[config.mk]
export PLATFORM = sky130hd
export DESIGN_NAME = player_lives_hit
export DESIGN_NICKNAME = d
export VERILOG_FILES = /design/src/rtl/player_lives_hit.sv
export SDC_FILE = /design/constraint.sdc
export NUM_CORES = 1
export LEC_CHECK = 0
export CAP_MARGIN = 20
export CORE_UTILIZATION = 51
export CTS_CLUSTER_DIAMETER = 200
export DETAILED_ROUTE_END_ITERATION = 6
export HOLD_SLACK_MARGIN = 0.15
export PLACE_DENSITY = 0.83
export SLEW_MARGIN = 20
export SYNTH_ARGS = -nofsm -noshare
export SYNTH_HDL_FRONTEND = slang
export SYNTH_SLANG_ARGS = --single-unit
[constraint.sdc]
create_clock -name clk -period 2 [get_ports clk]
set_clock_uncertainty 0.15 [all_clocks]
set_input_delay 0.4 -clock clk [delete_from_list [all_inputs] [get_ports clk]]
set_output_delay 0.4 -clock clk [all_outputs]
set_load 0.01 [all_outputs]
[src/rtl/player_lives_hit.sv]
// Life counter for bomberman: detects explosion/enemy contact with the 16x16
// hitbox, runs post-hit invincibility with a sprite blink, and owns gameover.
module player_lives_hit #(
    parameter int LIVES_INIT        = 3,
    parameter int HURT_COUNTER_MAX  = 100000000,
    parameter int BLINK_COUNTER_MAX = 10000000,
    parameter int X_WALL_L          = 48,
    parameter int Y_WALL_U          = 32,
    parameter int BM_HB_OFFSET_9    = 8,
    parameter int BM_HB_SIZE        = 16
) (
    input  logic       clk,
    input  logic       reset,
    input  logic [9:0] x_a,
    input  logic [9:0] y_a,
    input  logic [9:0] x_b,
    input  logic [9:0] y_b,
    input  logic       exp_on,
    input  logic       enemy_hit,
    input  logic       restart,
    output logic [1:0] lives,
    output logic       gameover,
    output logic       bm_visible,
    output logic       hit_pulse
);

    typedef enum logic [1:0] {
        ALIVE    = 2'd0,
        HURT     = 2'd1,
        GAMEOVER = 2'd2
    } state_e;

    localparam logic [1:0]  LIVES_INIT_V = 2'(LIVES_INIT);
    localparam logic [26:0] HURT_LAST    = 27'(HURT_COUNTER_MAX - 1);
    localparam logic [23:0] BLINK_LAST   = 24'(BLINK_COUNTER_MAX - 1);

    state_e      state_q, state_d;
    logic [1:0]  lives_q, lives_d;
    logic        gameover_q, gameover_d;
    logic        bm_visible_q, bm_visible_d;
    logic        hit_pulse_q, hit_pulse_d;
    logic [26:0] hurt_cnt_q, hurt_cnt_d;
    logic [23:0] blink_cnt_q, blink_cnt_d;
    logic        hit_req_q, hit_req_d;
    logic        restart_q, restart_d;

    // Screen-frame coordinates and hitbox edges, widened so no sum can wrap.
    logic [10:0] x_scr, y_scr;
    logic [10:0] hb_left, hb_right, hb_top, hb_bottom;
    logic        overlap;
    logic        restart_rise;

    always_comb begin
        x_scr     = {1'b0, x_a} + 11'(X_WALL_L);
        y_scr     = {1'b0, y_a} + 11'(Y_WALL_U);
        hb_left   = {1'b0, x_b};
        hb_right  = {1'b0, x_b} + 11'(BM_HB_SIZE);
        hb_top    = {1'b0, y_b} + 11'(BM_HB_OFFSET_9);
        hb_bottom = {1'b0, y_b} + 11'(BM_HB_OFFSET_9 + BM_HB_SIZE);
        overlap   = exp_on
                  & (x_scr >= hb_left) & (x_scr < hb_right)
                  & (y_scr >= hb_top)  & (y_scr < hb_bottom);
    end

    assign hit_req_d    = overlap | enemy_hit;
    assign restart_d    = restart;
    assign restart_rise = restart & ~restart_q;

    // NOTE: every signal written here gets a default first, so no path leaves
    // one unassigned and no latch is inferred.
    always_comb begin
        state_d      = state_q;
        lives_d      = lives_q;
        gameover_d   = gameover_q;
        bm_visible_d = bm_visible_q;
        hit_pulse_d  = 1'b0;
        hurt_cnt_d   = '0;
        blink_cnt_d  = '0;

        case (state_q)
            ALIVE: begin
                if (hit_req_q) begin
                    hit_pulse_d  = 1'b1;
                    bm_visible_d = 1'b0;
                    if (lives_q == 2'd1) begin
                        lives_d    = 2'd0;
                        gameover_d = 1'b1;
                        state_d    = GAMEOVER;
                    end else begin
                        lives_d = lives_q - 2'd1;
                        state_d = HURT;
                    end
                end
            end

            HURT: begin
                // Invincible: hit requests are not looked at in this state.
                if (hurt_cnt_q == HURT_LAST) begin
                    bm_visible_d = 1'b1;
                    state_d      = ALIVE;
                end else begin
                    hurt_cnt_d = hurt_cnt_q + 27'd1;
                    if (blink_cnt_q == BLINK_LAST) begin
                        bm_visible_d = ~bm_visible_q;
                    end else begin
                        blink_cnt_d = blink_cnt_q + 24'd1;
                    end
                end
            end

            GAMEOVER: begin
                gameover_d   = 1'b1;
                bm_visible_d = 1'b0;
                lives_d      = 2'd0;
                if (restart_rise) begin
                    lives_d      = LIVES_INIT_V;
                    gameover_d   = 1'b0;
                    bm_visible_d = 1'b1;
                    state_d      = ALIVE;
                end
            end

            default: begin
                state_d = ALIVE;
            end
        endcase
    end

    // NOTE: state updates use non-blocking assignments so every flop samples
    // the values from before the edge, independent of statement order.
    always_ff @(posedge clk or posedge reset) begin
        if (reset) begin
            state_q      <= ALIVE;
            lives_q      <= LIVES_INIT_V;
            gameover_q   <= 1'b0;
            bm_visible_q <= 1'b1;
            hit_pulse_q  <= 1'b0;
            hurt_cnt_q   <= '0;
            blink_cnt_q  <= '0;
            hit_req_q    <= 1'b0;
            restart_q    <= 1'b0;
        end else begin
            state_q      <= state_d;
            lives_q      <= lives_d;
            gameover_q   <= gameover_d;
            bm_visible_q <= bm_visible_d;
            hit_pulse_q  <= hit_pulse_d;
            hurt_cnt_q   <= hurt_cnt_d;
            blink_cnt_q  <= blink_cnt_d;
            hit_req_q    <= hit_req_d;
            restart_q    <= restart_d;
        end
    end

    assign lives      = lives_q;
    assign gameover   = gameover_q;
    assign bm_visible = bm_visible_q;
    assign hit_pulse  = hit_pulse_q;

endmodule

==> results of run 1 <==
sequential cells by signal (all words and copies together), names as in the netlist:
name,flops
bm_visible,1
hurt_cnt_q,27
hit_req_q,1
gameover,1
hit_pulse,1
lives,2
restart_q,1
state_q,2
blink_cnt_q,24
timing repair:
item | in CTS | in global routing
endpoints found under the setup margin | 53 | 46
cloned | 0 | 1
pin swaps | 38 | 22
gates resized for setup | 67 | 54
setup buffers | 8 | 1
path summary, 6_finish.rpt:
path,from,endpoint,cells after the start
worst max-delay path,x_a[9],hit_req_q,7
worst min-delay path,reset,blink_cnt_q[19],3
worst max register to register,blink_cnt_q[14],blink_cnt_q[13],6
worst min register to register,bm_visible,bm_visible,1
max in group asynchronous,reset,hurt_cnt_q[3],3
min in group clk,bm_visible,bm_visible,1
metal layers:
metal	part of all wire	GRT usage	vias up
met1	0.41	0.2878	1860
met5	0	0	-
met3	0.036	0.06486	18
met2	0.54	0.4596	79
li1	-	-	1892
met4	0.017	0.09103	0
power groups by stage:
stage	sequential [µW]	clock (µW)	combinational, µW
2_1_floorplan	1430	0	722
3_3_place_gp	1420	0	1220
3_5_place_dp	1430	0	1270
4_1_cts	1410	1300	1400
5_1_grt	1420	1350	1730
6_report	1410	1280	1570
stage by stage:
step / hold WS (ps) / std cells / instance area [µm²] / TNS, ps
6_report: 324.6 / 711 / 6108 / -1484
5_1_grt: 360.4 / 711 / 6108 / -4754
4_1_cts: 328.9 / 709 / 5882 / -1081
3_5_place_dp: 346.7 / 685 / 5421 / -6463
3_3_place_gp: 341.6 / 685 / 5421 / -3460
2_1_floorplan: 281.4 / 472 / 4319 / -101.9
cell usage after synthesis, drive strengths merged, types with 4 or more instances:
master,number,area share
ha,47,0.14
dfrtp,57,0.34
nor2,69,0.061
a21oi,15,0.018
nor3,11,0.014
buf,6,0.0086
o31ai,4,0.010
nand2b,5,0.0074
xnor2,33,0.069
or3,4,0.0071
nor4,4,0.0074
a21o,4,0.0071
inv,36,0.032
nand3b,4,0.0071
o21ai,17,0.020
and3,9,0.015
nand2,32,0.028
nand4,11,0.016
nand3,37,0.046
and4,5,0.010
xor2,31,0.064
cell families after synthesis:
kind of cell / after synthesis
multiplexers: 1
adder cells (fa/ha/maj): 47
AO/OA/AOI/OAI: 54
AND/OR/NAND/NOR: 202
XOR/XNOR: 64
flip-flops: 60
buffers and inverters: 44
final cells by class:
cell class | count | area [µm²] | share of cell area
Clock buffer | 12 | 165.2 | 0.02704
Inverter | 36 | 142.6 | 0.02335
Timing Repair Buffer | 129 | 1135 | 0.1858
Multi-Input combinational cell | 368 | 2963 | 0.4850
Clock inverter | 4 | 70.07 | 0.01147
Tap cell | 102 | 127.6 | 0.02089
Sequential cell | 60 | 1505 | 0.2464
tightest hold or removal path, cell delays in order:
cell and delay, ps:
clkdlybuf4s50_1 440, clkinvlp_4 80, buf_4 300
==> results.md, run 1 <==
* Switching share of power at 0.3265
* Seq pwr share at 0.331
* Pwr dens at 698.6 nW/µm²
* Wire per inst at 15.23 µm
* CTS Hold Buffers Added at 0
* Total I/O pin count at 50
* Placement Rows at 32
* Total power at 4268 µW
* Largest family of logic cells by synthesized area: simple AND/OR/NAND/NOR gates
* Synth Area in Simple Gates at 0.2413
* Rel. slew slack at 0.6951
* Cell chain of the critical path: clkdlybuf4s50_1 > nor3b_2 > ha_1 > a221oi_2 > o221ai_1 > a21oi_1 > o211a_1
* Drt first pass iters at 5
* DR vias at 3,849
* Post-synthesis xor/xnor area fraction at 0.1330
* Gr ovfl total at 0
* Critical path's top delay family: compound AO/OA/AOI/OAI gates
* Async SR Flop Fraction at 1.000
* YS warnings at 0
* Gr usage total at 0.2546
* Later-pin clock latency in the skew report at 350 ps
* Pre-CTS setup slack at -803.2 ps
* Crit Path Max Fanout at 2
* Status: complete, but fails checks
* DRT iter0 DRCs at 135
* Clock transition at path regs at 70 ps
* Max-cap check violation count at 0
* Synth Area in Compound Gates at 0.08400
* Max frequency at 0.4814 GHz
* Vias in the first global route at 4,077
* Detail Route Antenna Nets at 0
* Hold WC Path Type: in -> async
* NetSw at 1394 µW
* Crit path max-delay cell type: clkdlybuf4s50_1
* Final worst setup slack at -77.42 ps
* First-pass GRT wire length at 17.35 mm
* Clock power share at 0.301
* WL final at 10.83 mm
* DR vias/cell at 5.414
* Endpoints failing hold at 0
* Post-layout util at 0.7784
* CP Buf/Inv Count at 1
* Sequential share of the synthesized area at 0.3571
* Synth Area per Inst at 8.931 µm²
* Final setup violation count at 38
* Die height at 92.92 µm
* Initial antenna violation count at 0
* Failing checks: setup timing
* Ys flop type: dfrtp_1
* # port buffers at 49
* DRC violations left at 0
* Required @ worst endpoint at 2140 ps
* Slew Limit Fails at 0
* Core ar. at 7848 µm²
* Distinct cell type count after synthesis at 50
* Crit path kind: in -> reg
* Post-Synth Adder-Cell Area at 0.1395
* Commonest non-fill, non-tap cell in the layout: buf_4
* Root Driver: clkbuf_8
* Internal at 2874 µW
* Largest net degree at the start of global routing at 36
* Initial Util at 0.5371
* CTS H-tree depth at 3
* Least-Margin Pin Slew at 457.3 ps
* Gate Count Post-Synth at 472
* Die Footprint at 8633 µm²
* Antenna diodes at 0
* CTS tree: done
* Net Count, Synth at 564
* Synthesized flop and latch total at 60
* Share of layout cells above drive strength 1 at 0.3153
* Syn-to-layout area delta at 44.91%
* Most frequent cells in the layout: buf_4, dfrtp_1, nor2_1
* Net count, final at 696
* Die X at 92.92 µm
* Max IR drop VDD at 0.3865 mV
* Tcrit/Tclk final at 1.039
* Post-synth EDFFs at 0
* Critical path arrival at 2220 ps
* Crit end category: register
* Clock tree buffer depth at 2
* R2r setup slk at -70 ps
* CTS Sinks at 60
* Combinational share of power at 0.368
* Leakage at 0.002673 µW
* Gpl congestion at 0.8601
* Multiplexer share of the synthesized area at 0.002671
* Cts bufs inserted at 9
* Post-Syn Area at 4215 µm²
* Detailed Place HPWL at 7.527 mm
* Filler instances at 492
* Crit start category: input pin
* Unrepaired setup endpoints after global routing: yes
* Crit path time final at 2077 ps
* CP peak stage delay at 530 ps
Power figures use the tool's default switching activity.
==> run 2, diff against run 1 <==
--- a/config.mk
+++ b/config.mk
@@ -7,9 +7,8 @@
 export LEC_CHECK = 0
 export CAP_MARGIN = 20
 export CORE_UTILIZATION = 51
-export CTS_CLUSTER_DIAMETER = 200
 export DETAILED_ROUTE_END_ITERATION = 6
-export HOLD_SLACK_MARGIN = 0.15
+export HOLD_SLACK_MARGIN = 0.08
 export PLACE_DENSITY = 0.83
 export SLEW_MARGIN = 20
 export SYNTH_ARGS = -nofsm -noshare
==> results of run 2 <==
The final DEF is identical to that of run 1; final timing and power are the same.
